File: config.mk
export PLATFORM = sky130hd
export DESIGN_NAME = fc_window_gate
export DESIGN_NICKNAME = d
export VERILOG_FILES = /design/src/rtl/fc_window_gate.sv
export SDC_FILE = /design/constraint.sdc
export NUM_CORES = 1
export LEC_CHECK = 0
export ABC_AREA = 0
export CORE_ASPECT_RATIO = 0.7
export CORE_MARGIN = 3
export CORE_UTILIZATION = 49
export DETAILED_ROUTE_END_ITERATION = 16
export HOLD_SLACK_MARGIN = 0.15
export PLACE_DENSITY = 0.89
export SKIP_LAST_GASP = 1
export SLEW_MARGIN = 30
export SYNTH_ARGS = -nofsm -noshare
export SYNTH_HDL_FRONTEND = slang
export SYNTH_SLANG_ARGS = --single-unit
export TNS_END_PERCENT = 10
File: constraint.sdc
create_clock -name clk -period 6.35 [get_ports clk]
set_input_delay 0.635 -clock clk [delete_from_list [all_inputs] [get_ports clk]]
set_output_delay 0.635 -clock clk [all_outputs]
set_load 0.005 [all_outputs]
File: src/rtl/fc_window_gate.sv
`timescale 1ns/1ps
// fc_window_gate
// Source-side pacing of a CHDR packet stream against a downstream
// flow-control window. Packets are admitted only at packet boundaries and
// only while fewer than 'window' packets are in flight. The in-flight count
// is sent_count - consumed_count (mod 2^32); consumed_count advances from
// the flow-control ACK packets returned by the far-end responder.
//
// Ports
//   clk, reset          clock, synchronous active-high reset
//   clear               synchronous soft clear (same effect as reset)
//   set_stb/addr/data   settings bus; SR_FC_WINDOW holds
//                       {enable, 15'reserved, window[15:0]}
//   i_t*                source CHDR stream (64-bit)
//   o_t*                gated CHDR stream, zero-latency pass-through
//   fc_t*               returning flow-control packets, always accepted
//   window_full         gating enabled and in_flight >= window
//   in_flight           sent_count - consumed_count
//   fc_err              one-cycle pulse when an ACK sequence is rejected
module fc_window_gate #(
  parameter logic [7:0] SR_FC_WINDOW = 8'd0
) (
  input  logic        clk,
  input  logic        reset,
  input  logic        clear,
  input  logic        set_stb,
  input  logic [7:0]  set_addr,
  input  logic [31:0] set_data,
  input  logic [63:0] i_tdata,
  input  logic        i_tlast,
  input  logic        i_tvalid,
  output logic        i_tready,
  output logic [63:0] o_tdata,
  output logic        o_tlast,
  output logic        o_tvalid,
  input  logic        o_tready,
  input  logic [63:0] fc_tdata,
  input  logic        fc_tlast,
  input  logic        fc_tvalid,
  output logic        fc_tready,
  output logic        window_full,
  output logic [31:0] in_flight,
  output logic        fc_err
);

  typedef enum logic [0:0] {G_IDLE = 1'b0, G_PASS = 1'b1} gate_state_t;
  typedef enum logic [1:0] {F_HDR = 2'd0, F_TIME = 2'd1, F_PAY = 2'd2, F_DUMP = 2'd3} fc_state_t;

  gate_state_t gate_q, gate_d;
  fc_state_t   fc_q, fc_d;
  logic        enable_q, enable_d;
  logic [15:0] window_q, window_d;
  logic [31:0] sent_count_q, sent_count_d;
  logic [31:0] consumed_count_q, consumed_count_d;
  logic        fc_err_q, fc_err_d;

  logic [31:0] in_flight_s;
  logic        go_s;
  logic        out_hs_s;
  logic [31:0] fc_new_s;
  logic [31:0] fc_ahead_s;
  logic [31:0] fc_behind_s;
  logic        unused_bits_s;

  assign unused_bits_s = ^{fc_tdata[60:32], set_data[30:16]};

  // Data and last are pure pass-through; only valid/ready are gated.
  assign o_tdata     = i_tdata;
  assign o_tlast     = i_tlast;
  assign fc_tready   = ~reset;
  assign fc_err      = fc_err_q;
  assign in_flight   = in_flight_s;

  // Window decision from registered counts: an ACK landing this cycle is
  // only seen by the gate on the following cycle.
  assign in_flight_s = sent_count_q - consumed_count_q;
  assign go_s        = ~enable_q | (in_flight_s < {16'd0, window_q});
  assign window_full = enable_q & (in_flight_s >= {16'd0, window_q});

  // Window register: a write becomes visible the cycle after set_stb.
  always_comb begin
    enable_d = enable_q;
    window_d = window_q;
    if (set_stb && (set_addr == SR_FC_WINDOW)) begin
      enable_d = set_data[31];
      window_d = set_data[15:0];
    end else begin
      enable_d = enable_q;
      window_d = window_q;
    end
  end

  // Gate FSM: the window is consulted only when a new packet would start.
  always_comb begin
    gate_d   = gate_q;
    o_tvalid = 1'b0;
    i_tready = 1'b0;
    case (gate_q)
      G_IDLE: begin
        o_tvalid = i_tvalid & go_s;
        i_tready = o_tready & go_s;
        if (i_tvalid && go_s && o_tready && !i_tlast) begin
          gate_d = G_PASS;
        end else begin
          gate_d = G_IDLE;
        end
      end
      G_PASS: begin
        o_tvalid = i_tvalid;
        i_tready = o_tready;
        if (i_tvalid && o_tready && i_tlast) begin
          gate_d = G_IDLE;
        end else begin
          gate_d = G_PASS;
        end
      end
      default: begin
        gate_d = G_IDLE;
      end
    endcase
  end

  // Packet counter: one increment per completed output packet.
  always_comb begin
    out_hs_s     = o_tvalid & o_tready;
    sent_count_d = sent_count_q;
    if (out_hs_s && i_tlast) begin
      sent_count_d = sent_count_q + 32'd1;
    end else begin
      sent_count_d = sent_count_q;
    end
  end

  // ACK acceptance arithmetic. The ACK carries the last consumed sequence
  // number, so the new consumed count is seq + 1. It must move forward
  // (by less than half the sequence space) and must not pass sent_count.
  always_comb begin
    fc_new_s    = fc_tdata[31:0] + 32'd1;
    fc_ahead_s  = fc_new_s - consumed_count_q;
    fc_behind_s = sent_count_q - fc_new_s;
  end

  // FC parser FSM. has_time is consumed directly from the header word to
  // pick the next state, so it needs no storage of its own.
  always_comb begin
    fc_d             = fc_q;
    consumed_count_d = consumed_count_q;
    fc_err_d         = 1'b0;
    case (fc_q)
      F_HDR: begin
        if (fc_tvalid) begin
          if (fc_tdata[63:62] == 2'b01) begin
            if (fc_tlast) begin
              fc_d = F_HDR;
            end else if (fc_tdata[61]) begin
              fc_d = F_TIME;
            end else begin
              fc_d = F_PAY;
            end
          end else begin
            fc_d = fc_tlast ? F_HDR : F_DUMP;
          end
        end else begin
          fc_d = F_HDR;
        end
      end
      F_TIME: begin
        if (fc_tvalid) begin
          fc_d = fc_tlast ? F_HDR : F_PAY;
        end else begin
          fc_d = F_TIME;
        end
      end
      F_PAY: begin
        if (fc_tvalid) begin
          if ((fc_ahead_s != 32'd0) && !fc_ahead_s[31] && !fc_behind_s[31]) begin
            consumed_count_d = fc_new_s;
          end else if (fc_ahead_s != 32'd0) begin
            fc_err_d = 1'b1;
          end else begin
            // Duplicate ACK: silently ignored.
            fc_err_d = 1'b0;
          end
          fc_d = fc_tlast ? F_HDR : F_DUMP;
        end else begin
          fc_d = F_PAY;
        end
      end
      F_DUMP: begin
        if (fc_tvalid && fc_tlast) begin
          fc_d = F_HDR;
        end else begin
          fc_d = F_DUMP;
        end
      end
      default: begin
        fc_d = F_HDR;
      end
    endcase
  end

  // State registers; reset and clear are equivalent.
  always_ff @(posedge clk) begin
    if (reset || clear) begin
      gate_q           <= G_IDLE;
      fc_q             <= F_HDR;
      enable_q         <= 1'b0;
      window_q         <= 16'd0;
      sent_count_q     <= 32'd0;
      consumed_count_q <= 32'd0;
      fc_err_q         <= 1'b0;
    end else begin
      gate_q           <= gate_d;
      fc_q             <= fc_d;
      enable_q         <= enable_d;
      window_q         <= window_d;
      sent_count_q     <= sent_count_d;
      consumed_count_q <= consumed_count_d;
      fc_err_q         <= fc_err_d;
    end
  end

endmodule

==> flow_metrics.env, run 1 <==
export IMPL_grt_overflow_total=0
export IMPL_final_cell_area_sq_um=10800
export IMPL_grt_first_pass_wirelength_mm=45.3
export IMPL_flow_area_growth_from_synthesis_pct=13.2
export IMPL_coreArea_sq_um=19000
export IMPL_gate_count_post_synth=1273
export IMPL_num_io_pins=279
export IMPL_count_of_yosys_warnings_during_synthesis=0
export IMPL_clk_transition_reported_paths_ns=0.08
export IMPL_internal_power_uw=984
export IMPL_num_fill_cells=1747
export IMPL_worstSetupStartpointType="flip-flop"
export IMPL_area_used_by_multi_input_combinational_logic_sq_um=6790
export IMPL_required_ns=5.71
export IMPL_post_layout_total_power_uw=1450
export IMPL_worst_path_largest_cell_delay_ns=0.51
export IMPL_synth_top_cell_by_area="sky130_fd_sc_hd__dfxtp_1"
export IMPL_synth_edf_count=0
export IMPL_vias=9735
export IMPL_preCtsSetupSlack_ns=-0.145
export IMPL_first_pass_iters=5
export IMPL_final_hold_violation_count=0
export IMPL_switchingPower_uw=462
export IMPL_die_width_um=173
export IMPL_cpMaxStageDelayCell="sky130_fd_sc_hd__clkdlybuf4s50_1"
export IMPL_sw_frac_of_total=0.320
export IMPL_clock_skew_final_ns=0.0110
export IMPL_synth_nets=1561
export IMPL_post_dp_cell_area_sq_um=10500
export IMPL_drc=0
export IMPL_finalWorstSetupSlack_ns=0.246
export IMPL_synthDominantCellAreaShare=0.178
export IMPL_antenna_left=0
export IMPL_worstRegToRegCells=22
export IMPL_power_share_combinational=0.268
export IMPL_yosysUniqueCellTypes=76
export IMPL_crit_chain="inv_1 -> ha_1 -> inv_1 -> fa_1 -> a21oi_1 -> o21ai_1 -> o31ai_2 -> o21bai_1 -> xor2_1 -> ha_1 -> nand3_1 -> or3_1 -> a21oi_1 -> o21ai_0 -> nand2_1 -> a2111oi_2 -> and4bb_1 -> and4_4 -> a311oi_4 -> nor2b_1 -> clkdlybuf4s50_1"
export IMPL_critical_path_top_delay_family="compound AO/OA/AOI/OAI gates"
export IMPL_worstPathArrival_ns=5.47
export IMPL_worst_hold_path_num_cells=2
export IMPL_dp_hpwl_mm=22.3
export IMPL_max_freq_mhz=164
export IMPL_setup_violations_final=0
export IMPL_rsz0062_at_grt="true"
export IMPL_yosys_top_cells_area="sky130_fd_sc_hd__dfxtp_1 (18%), sky130_fd_sc_hd__ha_1 (14%), sky130_fd_sc_hd__a21oi_1 (5.5%)"
export IMPL_worstPathMaxFanout=7
export IMPL_seq_power_share=0.371
export IMPL_routed_wire_length_per_instance_um=17.9
export IMPL_leakage_power_of_the_design_uw=0.00450
export IMPL_timing_setup_critical_path_class="reg2out"
export IMPL_cts_hold_buffers_added=0
export IMPL_cap_viol_max_count=0
export IMPL_vdd_ir_drop_max_v=0.000115
export IMPL_ys_seq_area_frac=0.178
export IMPL_clock_tree_root_cell="sky130_fd_sc_hd__clkbuf_16"
export IMPL_antenna_cells_inserted=0
export IMPL_cts_resized=0
export IMPL_cts_max_level=3
export IMPL_route_detailed_vias_per_inst=6.18
export IMPL_grt_total_usage=0.258
export IMPL_crit_path_end_kind="primary output"
export IMPL_design_die_area_sq_um=21300
export IMPL_finalSetupTns_ns=0
export IMPL_sequential_cell_area_sq_um=1700
export IMPL_status="finished clean"
export IMPL_syn_area_per_cell_sq_um=7.52
export IMPL_cts_made_buffers=9
export IMPL_globalplace_congestion=0.972
export IMPL_path_depth=21
export IMPL_grt_antenna_before_repair=0
export IMPL_final_period_utilization=0.961
export IMPL_start_util=0.503
export IMPL_grt_pass1_vias=9125
export IMPL_slew_viol_final=0
export IMPL_port_buffers=106
export IMPL_clock_sink_count=85
export IMPL_drt_total_wl_mm=28.2
export IMPL_hp_class="reg2reg"
export IMPL_max_slew_worst_pin_slew_ns=0.941
export IMPL_post_cts_setup_buffers=0
export IMPL_first_iter_violations=1159
export IMPL_share_clk_of_total_power=0.361
export IMPL_worstPathBufferInverterCount=3
export IMPL_power_density_nw_per_um2=133
export IMPL_tritoncts="yes"
export IMPL_max_slew_margin=0.372
export IMPL_clock_insertion_delay_at_the_later_pin_of_the_skew_report_ns=0.35
export IMPL_nNetsFinal=1593
export IMPL_synth_async_reset_ratio=0
export IMPL_die_h_um=123
export IMPL_cts_path_max_buffers=2
export IMPL_synth_cell_area_sq_um=9570
export IMPL_layout_drive_gt1_share=0.0573
export IMPL_grt_start_max_net_pins=81
export IMPL_period_minus_slack_ns=6.10
export IMPL_dominant_synthesized_flop_cell="sky130_fd_sc_hd__dfxtp_1"
export IMPL_mostFrequentLayoutCells="sky130_fd_sc_hd__inv_1 (110), sky130_fd_sc_hd__ha_1 (110), sky130_fd_sc_hd__a21oi_1 (106), sky130_fd_sc_hd__clkdlybuf4s50_1 (106), sky130_fd_sc_hd__dfxtp_1 (85)"
export IMPL_synth_seq_cells=85
export IMPL_core_rowCount=42
==> synth_stat cells, drive strengths merged, types with 42 or more instances <==
cell and n:
dfxtp 85, nor2 75, o21ai 59, a21oi 106
inv 110, nand2 80, xnor2 42, a31oi 42
clkbuf 46, ha 110, buf 72, nand3 44
==> registers in the layout, summed over array words and instances, names as in the netlist <==
signal            flops
enable_q              1
fc_q                  2
gate_q                1
sent_count_q         32
window_q             16
consumed_count_q     32
fc_err                1
==> stage by stage <==
step | hold WS, ns | std cells | utilization
after floorplan | 0.435 | 1273 | -
after global placement | 0.444 | 1558 | 0.553
after detailed placement | 0.458 | 1558 | 0.553
after CTS | 0.467 | 1574 | 0.568
after global routing | 0.518 | 1574 | 0.570
final | 0.467 | 1574 | 0.570
==> final cells by class <==
class	instances	area share
timing repair buffer	139	0.122
inverter	110	0.0381
clock buffer	9	0.0208
sequential	85	0.157
multi-input combinational	960	0.627
tap	264	0.0305
clock inverter	7	0.00508
==> path summary, 6_finish.rpt <==
check                           start                   to  slack [ns]
setup / recovery      sent_count_q[0]             o_tvalid        0.25
hold / removal    consumed_count_q[1]  consumed_count_q[1]        0.47
setup reg to reg      sent_count_q[0]      sent_count_q[7]        0.78
hold reg to reg   consumed_count_q[1]  consumed_count_q[1]        0.47
==> metal layers <==
layer  routed length [um]  up-vias  GRT usage  part of all wire
li1                     -     4681          -                 -
met1                13000     4538      0.362              0.46
met2                12200      463      0.406              0.43
met3                 2310       53     0.0516             0.082
met4                  619        0     0.0703             0.022
met5                    0        -          0                 0
==> worst min-delay path, delay by kind of cell, from the launching register on <==
kind	cells	cell delay [ns]
flops	1	0.32
mux	1	0.05
simple gates	1	0.05
==> power groups by stage <==
| stage | sequential [uW] | clock (uW) | combinational (uW) |
|---|---|---|---|
| floorplan | 548 | 0 | 253 |
| finish | 536 | 522 | 387 |
| global route | 536 | 544 | 419 |
| global placement | 548 | 0 | 367 |
| detailed placement | 548 | 0 | 376 |
| CTS | 536 | 521 | 379 |
==> kinds of logic (layout without fill, tap and decap cells) <==
group,count (synthesis),in the layout,share of synthesized area
buf+inv,228,265,0.117
xor+xnor,75,75,0.0686
flops,85,85,0.178
fa+ha+maj,111,111,0.146
mux,22,22,0.0230
simple gates,374,374,0.207
compound gates,378,378,0.261
(Power assumes the default switching activity.)
==> run 2: changes to the inputs <==
==> constraint.sdc (replaced) <==
create_clock -name clk -period 7 [get_ports clk]
set_input_delay 0.7 -clock clk [delete_from_list [all_inputs] [get_ports clk]]
set_output_delay 0.7 -clock clk [all_outputs]
set_load 0.005 [all_outputs]
==> run 2 against run 1 <==
Routed wire length fell by 1.5%. First-iteration DRC count shrank 18%. Combinational power fell by 12%. Power fell by 9.4%. Sequential share of layout area increased by 0.26 points. Clock skew shrank 0.0031 ns. Critical path depth increased by 2. Via count is 0.75% lower. Register-to-register slack gained 0.69 ns. Clock power fell by 7.3%. Global-route usage fell by 0.38 points. Critical path type is now in2reg. Largest cell class unchanged.
==> flow_metrics.env, run 2 (synthesis results as in run 1) <==
export IMPL_status="finished clean"
export IMPL_worstSetupStartpointType="primary input"
export IMPL_top_regs="consumed_count_q: 32 flops, sent_count_q: 32 flops, window_q: 16 flops"
export IMPL_nNetsFinal=1573
export IMPL_globalplace_congestion=0.947
export IMPL_die_width_um=173
export IMPL_rrSetupSlack_ns=1.47
export IMPL_switchingPower_uw=418
export IMPL_max_freq_mhz=152
export IMPL_final_hold_violation_count=0
export IMPL_clock_skew_final_ns=0.00792
export IMPL_worstPathMaxFanout=32
export IMPL_cts_hold_buffers_added=0
export IMPL_setup_violations_final=0
export IMPL_share_clk_of_total_power=0.370
export IMPL_max_slew_worst_pin_slew_ns=0.945
export IMPL_route_detailed_vias_per_inst=6.22
export IMPL_internal_power_uw=891
export IMPL_tritoncts="yes"
export IMPL_vdd_ir_drop_max_v=0.0000950
export IMPL_mostFrequentLayoutCells="sky130_fd_sc_hd__inv_1 (110), sky130_fd_sc_hd__ha_1 (110), sky130_fd_sc_hd__a21oi_1 (106), sky130_fd_sc_hd__clkdlybuf4s50_1 (106), sky130_fd_sc_hd__dfxtp_1 (85)"
export IMPL_period_minus_slack_ns=6.59
export IMPL_port_buffers=106
export IMPL_worstPathArrival_ns=6.83
export IMPL_finalSetupTns_ns=0
export IMPL_hp_class="reg2reg"
export IMPL_grt_pass1_vias=8833
export IMPL_max_slew_margin=0.370
export IMPL_maxUsedRoutingLayer="met4"
export IMPL_cts_resized=0
export IMPL_slew_viol_final=0
export IMPL_cts_max_level=3
export IMPL_met3_length_mm=2.17
export IMPL_start_util=0.503
export IMPL_crit_path_end_kind="flip-flop"
export IMPL_final_period_utilization=0.942
export IMPL_clock_insertion_delay_at_the_later_pin_of_the_skew_report_ns=0.34
export IMPL_leakage_power_of_the_design_uw=0.00440
export IMPL_sw_frac_of_total=0.320
export IMPL_timing_setup_critical_path_class="in2reg"
export IMPL_required_ns=7.24
export IMPL_finalWorstSetupSlack_ns=0.409
export IMPL_layout_drive_gt1_share=0.0388
export IMPL_timing_hold_worst_start="consumed_count_q[1]"
export IMPL_grt_first_pass_wirelength_mm=44.9
export IMPL_cts_path_max_buffers=2
export IMPL_die_h_um=123
export IMPL_rsz0062_at_grt="false"
export IMPL_cap_viol_max_count=0
export IMPL_route_layer_met1_wl_mm=13.0
export IMPL_grt_start_max_net_pins=81
export IMPL_coreArea_sq_um=19000
export IMPL_grt_antenna_before_repair=0
export IMPL_first_pass_iters=5
export IMPL_power_share_combinational=0.259
export IMPL_num_io_pins=279
export IMPL_clock_sink_count=85
export IMPL_design_die_area_sq_um=21300
export IMPL_reg2reg_from="sent_count_q[0]"
export IMPL_met2RoutedLength_mm=12.1
export IMPL_cts_made_buffers=9
export IMPL_clock_tree_root_cell="sky130_fd_sc_hd__clkbuf_16"
export IMPL_routed_wire_length_per_instance_um=17.9
export IMPL_antenna_left=0
export IMPL_timing_critical_path_from="fc_tdata[3]"
export IMPL_flow_area_growth_from_synthesis_pct=11.3
export IMPL_clk_transition_reported_paths_ns=0.07
export IMPL_grt_overflow_total=0
export IMPL_final_standard_cell_utilization_of_the_core=0.560
export IMPL_core_rowCount=42
export IMPL_antenna_cells_inserted=0
export IMPL_dp_hpwl_mm=22.1
export IMPL_power_density_nw_per_um2=123
export IMPL_post_cts_setup_buffers=0
export IMPL_seq_power_share=0.371
export IMPL_preCtsSetupSlack_ns=0.235
export IMPL_grt_total_usage=0.254
export IMPL_hold_slack_ns=0.473
export IMPL_post_layout_total_power_uw=1310
export IMPL_first_iter_violations=956
export IMPL_drt_total_wl_mm=27.8
export IMPL_vias=9662
export IMPL_drc=0
-- run 2: final cells by class --
cell class	instances	area [sq um]
inverter	110	413
sequential	85	1700
clock inverter	7	65.1
fill	1748	8370
timing repair buffer	119	1160
clock buffer	9	225
multi-input combinational	960	6760
tap	264	330
-- run 2: stage by stage --
step                std cells  cell area, sq um
floorplan                1273              9570
global placement         1538             10400
detailed placement       1538             10400
CTS                      1554             10700
global route             1554             10700
finish                   1554             10700
-- run 2: path summary, 6_finish.rpt --
path	end	cells after the start
worst min register to register	consumed_count_q[1]	2
worst min-delay path	consumed_count_q[1]	2
worst max register to register	sent_count_q[7]	22
worst max-delay path	consumed_count_q[19]	23
-- run 2: worst max-delay path, cell delays in order --
cell and delay, ns:
sky130_fd_sc_hd__clkdlybuf4s50_1 0.56, sky130_fd_sc_hd__nand3_1 0.12, sky130_fd_sc_hd__nor2_1 0.14, sky130_fd_sc_hd__and3_1 0.21
sky130_fd_sc_hd__nand3_1 0.22, sky130_fd_sc_hd__nor3_1 0.36, sky130_fd_sc_hd__and3_1 0.33, sky130_fd_sc_hd__and3_1 0.20
sky130_fd_sc_hd__xnor2_1 0.21, sky130_fd_sc_hd__inv_1 0.08, sky130_fd_sc_hd__ha_1 0.38, sky130_fd_sc_hd__o21ai_1 0.08
sky130_fd_sc_hd__nor4bb_1 0.15, sky130_fd_sc_hd__or4_1 0.63, sky130_fd_sc_hd__a2111oi_0 0.41, sky130_fd_sc_hd__o2111ai_1 0.16
sky130_fd_sc_hd__or4_1 0.50, sky130_fd_sc_hd__nor4_1 0.18, sky130_fd_sc_hd__and4_1 0.29, sky130_fd_sc_hd__nand4_2 0.12
sky130_fd_sc_hd__and3_1 0.21, sky130_fd_sc_hd__buf_4 0.25, sky130_fd_sc_hd__a211oi_1 0.31
-- run 2: power by group through the flow --
stage	clock network [uW]	logic, uW	registers (uW)
final	484	339	486
after detailed placement	0	331	497
after floorplan	0	229	497
after global placement	0	325	497
after CTS	482	334	486
after global routing	506	369	486
-- run 2: layer usage --
metal / GRT usage / vias up
li1: - / 4643
met1: 0.362 / 4553
met2: 0.396 / 420
met3: 0.0506 / 46
met4: 0.0612 / 0
met5: 0 / -
==> run 3: changes to the inputs <==
--- a/config.mk
+++ b/config.mk
@@ -8,10 +8,10 @@
 export ABC_AREA = 0
 export CORE_ASPECT_RATIO = 0.7
 export CORE_MARGIN = 3
-export CORE_UTILIZATION = 49
+export CORE_UTILIZATION = 45
 export DETAILED_ROUTE_END_ITERATION = 16
 export HOLD_SLACK_MARGIN = 0.15
-export PLACE_DENSITY = 0.89
+export PLACE_DENSITY = 0.83
 export SKIP_LAST_GASP = 1
 export SLEW_MARGIN = 30
 export SYNTH_ARGS = -nofsm -noshare
==> run 3 against run 2 <==
Final cell count up 0.39%. Setup slack better by 0.094 ns. First-iteration DRC count increased by 18%. Utilization down 3.7 points. Sequential power is essentially flat. Global-route usage is 2.1 points lower. Clock skew grew 0.00066 ns. Sequential cell count stayed put. Sequential share of layout area hardly changed. Non-clock buffer count unchanged. Hold slack improved by 0.0017 ns. Highest routed layer unchanged.
==> flow_metrics.env, run 3 (synthesis results as in run 1) <==
export IMPL_sw_frac_of_total=0.306
export IMPL_route_detailed_vias_per_inst=6.19
export IMPL_hp_class="reg2reg"
export IMPL_top_regs="consumed_count_q: 32 flops, sent_count_q: 32 flops, window_q: 16 flops"
export IMPL_timing_setup_critical_path_class="in2reg"
export IMPL_mostFrequentLayoutCells="sky130_fd_sc_hd__inv_1 (110), sky130_fd_sc_hd__ha_1 (110), sky130_fd_sc_hd__a21oi_1 (106), sky130_fd_sc_hd__clkdlybuf4s50_1 (106), sky130_fd_sc_hd__dfxtp_1 (85)"
export IMPL_slew_viol_final=0
export IMPL_clock_insertion_delay_at_the_later_pin_of_the_skew_report_ns=0.35
export IMPL_period_minus_slack_ns=6.50
export IMPL_final_period_utilization=0.928
export IMPL_rsz0062_at_grt="false"
export IMPL_grt_first_pass_wirelength_mm=44.9
export IMPL_cap_viol_max_count=0
export IMPL_grt_pass1_vias=8893
export IMPL_max_freq_mhz=154
export IMPL_die_h_um=128
export IMPL_first_iter_violations=1127
export IMPL_cts_max_level=3
export IMPL_cts_made_buffers=9
export IMPL_clock_skew_final_ns=0.00858
export IMPL_finalSetupTns_ns=0
export IMPL_switchingPower_uw=388
export IMPL_final_hold_violation_count=0
export IMPL_crit_path_end_kind="flip-flop"
export IMPL_coreArea_sq_um=20300
export IMPL_max_slew_margin=0.373
export IMPL_grt_start_max_net_pins=81
export IMPL_post_layout_total_power_uw=1270
export IMPL_clock_tree_root_cell="sky130_fd_sc_hd__clkbuf_16"
export IMPL_internal_power_uw=881
export IMPL_layout_drive_gt1_share=0.0372
export IMPL_vias=9654
export IMPL_vdd_ir_drop_max_v=0.000109
export IMPL_antenna_cells_inserted=0
export IMPL_num_io_pins=279
export IMPL_clock_sink_count=85
export IMPL_cts_path_max_buffers=2
export IMPL_routed_wire_length_per_instance_um=17.8
export IMPL_core_rowCount=43
export IMPL_start_util=0.471
export IMPL_worstPathArrival_ns=6.75
export IMPL_worstSetupStartpointType="primary input"
export IMPL_die_width_um=180
export IMPL_tritoncts="yes"
export IMPL_port_buffers=106
export IMPL_nNetsFinal=1573
export IMPL_dp_hpwl_mm=22.2
export IMPL_max_slew_worst_pin_slew_ns=0.941
export IMPL_power_density_nw_per_um2=119
export IMPL_design_die_area_sq_um=23100
export IMPL_worstPathMaxFanout=32
export IMPL_grt_overflow_total=0
export IMPL_leakage_power_of_the_design_uw=0.00439
export IMPL_hold_slack_ns=0.475
export IMPL_clk_transition_reported_paths_ns=0.06
export IMPL_drc=0
export IMPL_setup_violations_final=0
export IMPL_antenna_left=0
export IMPL_required_ns=7.26
export IMPL_first_pass_iters=8
export IMPL_globalplace_congestion=0.974
export IMPL_final_standard_cell_utilization_of_the_core=0.523
export IMPL_power_share_combinational=0.269
export IMPL_share_clk_of_total_power=0.348
export IMPL_seq_power_share=0.383
export IMPL_status="finished clean"
export IMPL_flow_area_growth_from_synthesis_pct=11.2
export IMPL_cts_hold_buffers_added=0
export IMPL_grt_antenna_before_repair=0
export IMPL_drt_total_wl_mm=27.8
export IMPL_grt_total_usage=0.233
run 3: metrics by stage:
stage	instance area [sq um]	instances	worst slack [ns]
after floorplan	9570	1273	1.44
after global placement	10400	1544	0.343
after detailed placement	10400	1544	0.202
after CTS	10600	1560	0.519
after global routing	10600	1560	0.00471
final	10600	1560	0.503
run 3: area by class of cell:
class	instances	area, sq um
fillers	1939	9690
multi-input cells	960	6770
flip-flops and latches	85	1700
repair buffers	119	1160
inverters	110	413
well taps	270	338
clock buffers	12	236
clock inverters	4	25.0
run 3: power by group through the flow:
stage / Combinational, uW / Sequential [uW] / Clock, uW
after floorplan: 229 / 497 / 0
after global placement: 327 / 497 / 0
after detailed placement: 333 / 497 / 0
after CTS: 335 / 487 / 445
after global routing: 371 / 486 / 466
final: 341 / 487 / 441
run 3: worst paths after layout:
kind	startpoint	end	slack, ns	depth (start not counted)
worst max-delay path	fc_tdata[3]	consumed_count_q[13]	0.50	23
worst min-delay path	consumed_count_q[1]	consumed_count_q[1]	0.47	2
worst max register to register	sent_count_q[4]	sent_count_q[7]	1.34	20
worst min register to register	consumed_count_q[1]	consumed_count_q[1]	0.47	2
run 3: metal layers:
metal / GRT usage / vias to the layer above / part of all wire
li1: - / 4647 / -
met1: 0.338 / 4549 / 0.47
met2: 0.358 / 419 / 0.43
met3: 0.0528 / 39 / 0.090
met4: 0.0438 / 0 / 0.013
met5: 0 / - / 0
run 3: repair_timing:
item | CTS | global route
endpoints found under the setup margin | 0 | 17
setup buffers | 0 | 0
endpoints found under the hold margin | 0 | 0
gates resized for setup | 0 | 1
run 3: critical path, cell delays in order:
cell                              delay (ns)
sky130_fd_sc_hd__clkdlybuf4s50_1        0.56
sky130_fd_sc_hd__nand3_1                0.14
sky130_fd_sc_hd__nor2_1                 0.14
sky130_fd_sc_hd__and3_1                 0.22
sky130_fd_sc_hd__nand3_1                0.22
sky130_fd_sc_hd__nor3_1                 0.36
sky130_fd_sc_hd__and3_1                 0.33
sky130_fd_sc_hd__and3_1                 0.20
sky130_fd_sc_hd__xnor2_1                0.22
sky130_fd_sc_hd__inv_1                  0.09
sky130_fd_sc_hd__ha_1                   0.38
sky130_fd_sc_hd__o21ai_1                0.09
sky130_fd_sc_hd__nor4bb_1               0.14
sky130_fd_sc_hd__or4_1                  0.62
sky130_fd_sc_hd__a2111oi_0              0.39
sky130_fd_sc_hd__o2111ai_1              0.16
sky130_fd_sc_hd__or4_1                  0.49
sky130_fd_sc_hd__nor4_1                 0.19
sky130_fd_sc_hd__and4_1                 0.26
sky130_fd_sc_hd__nand4_2                0.12
sky130_fd_sc_hd__and3_1                 0.19
sky130_fd_sc_hd__buf_4                  0.24
sky130_fd_sc_hd__a211oi_1               0.28
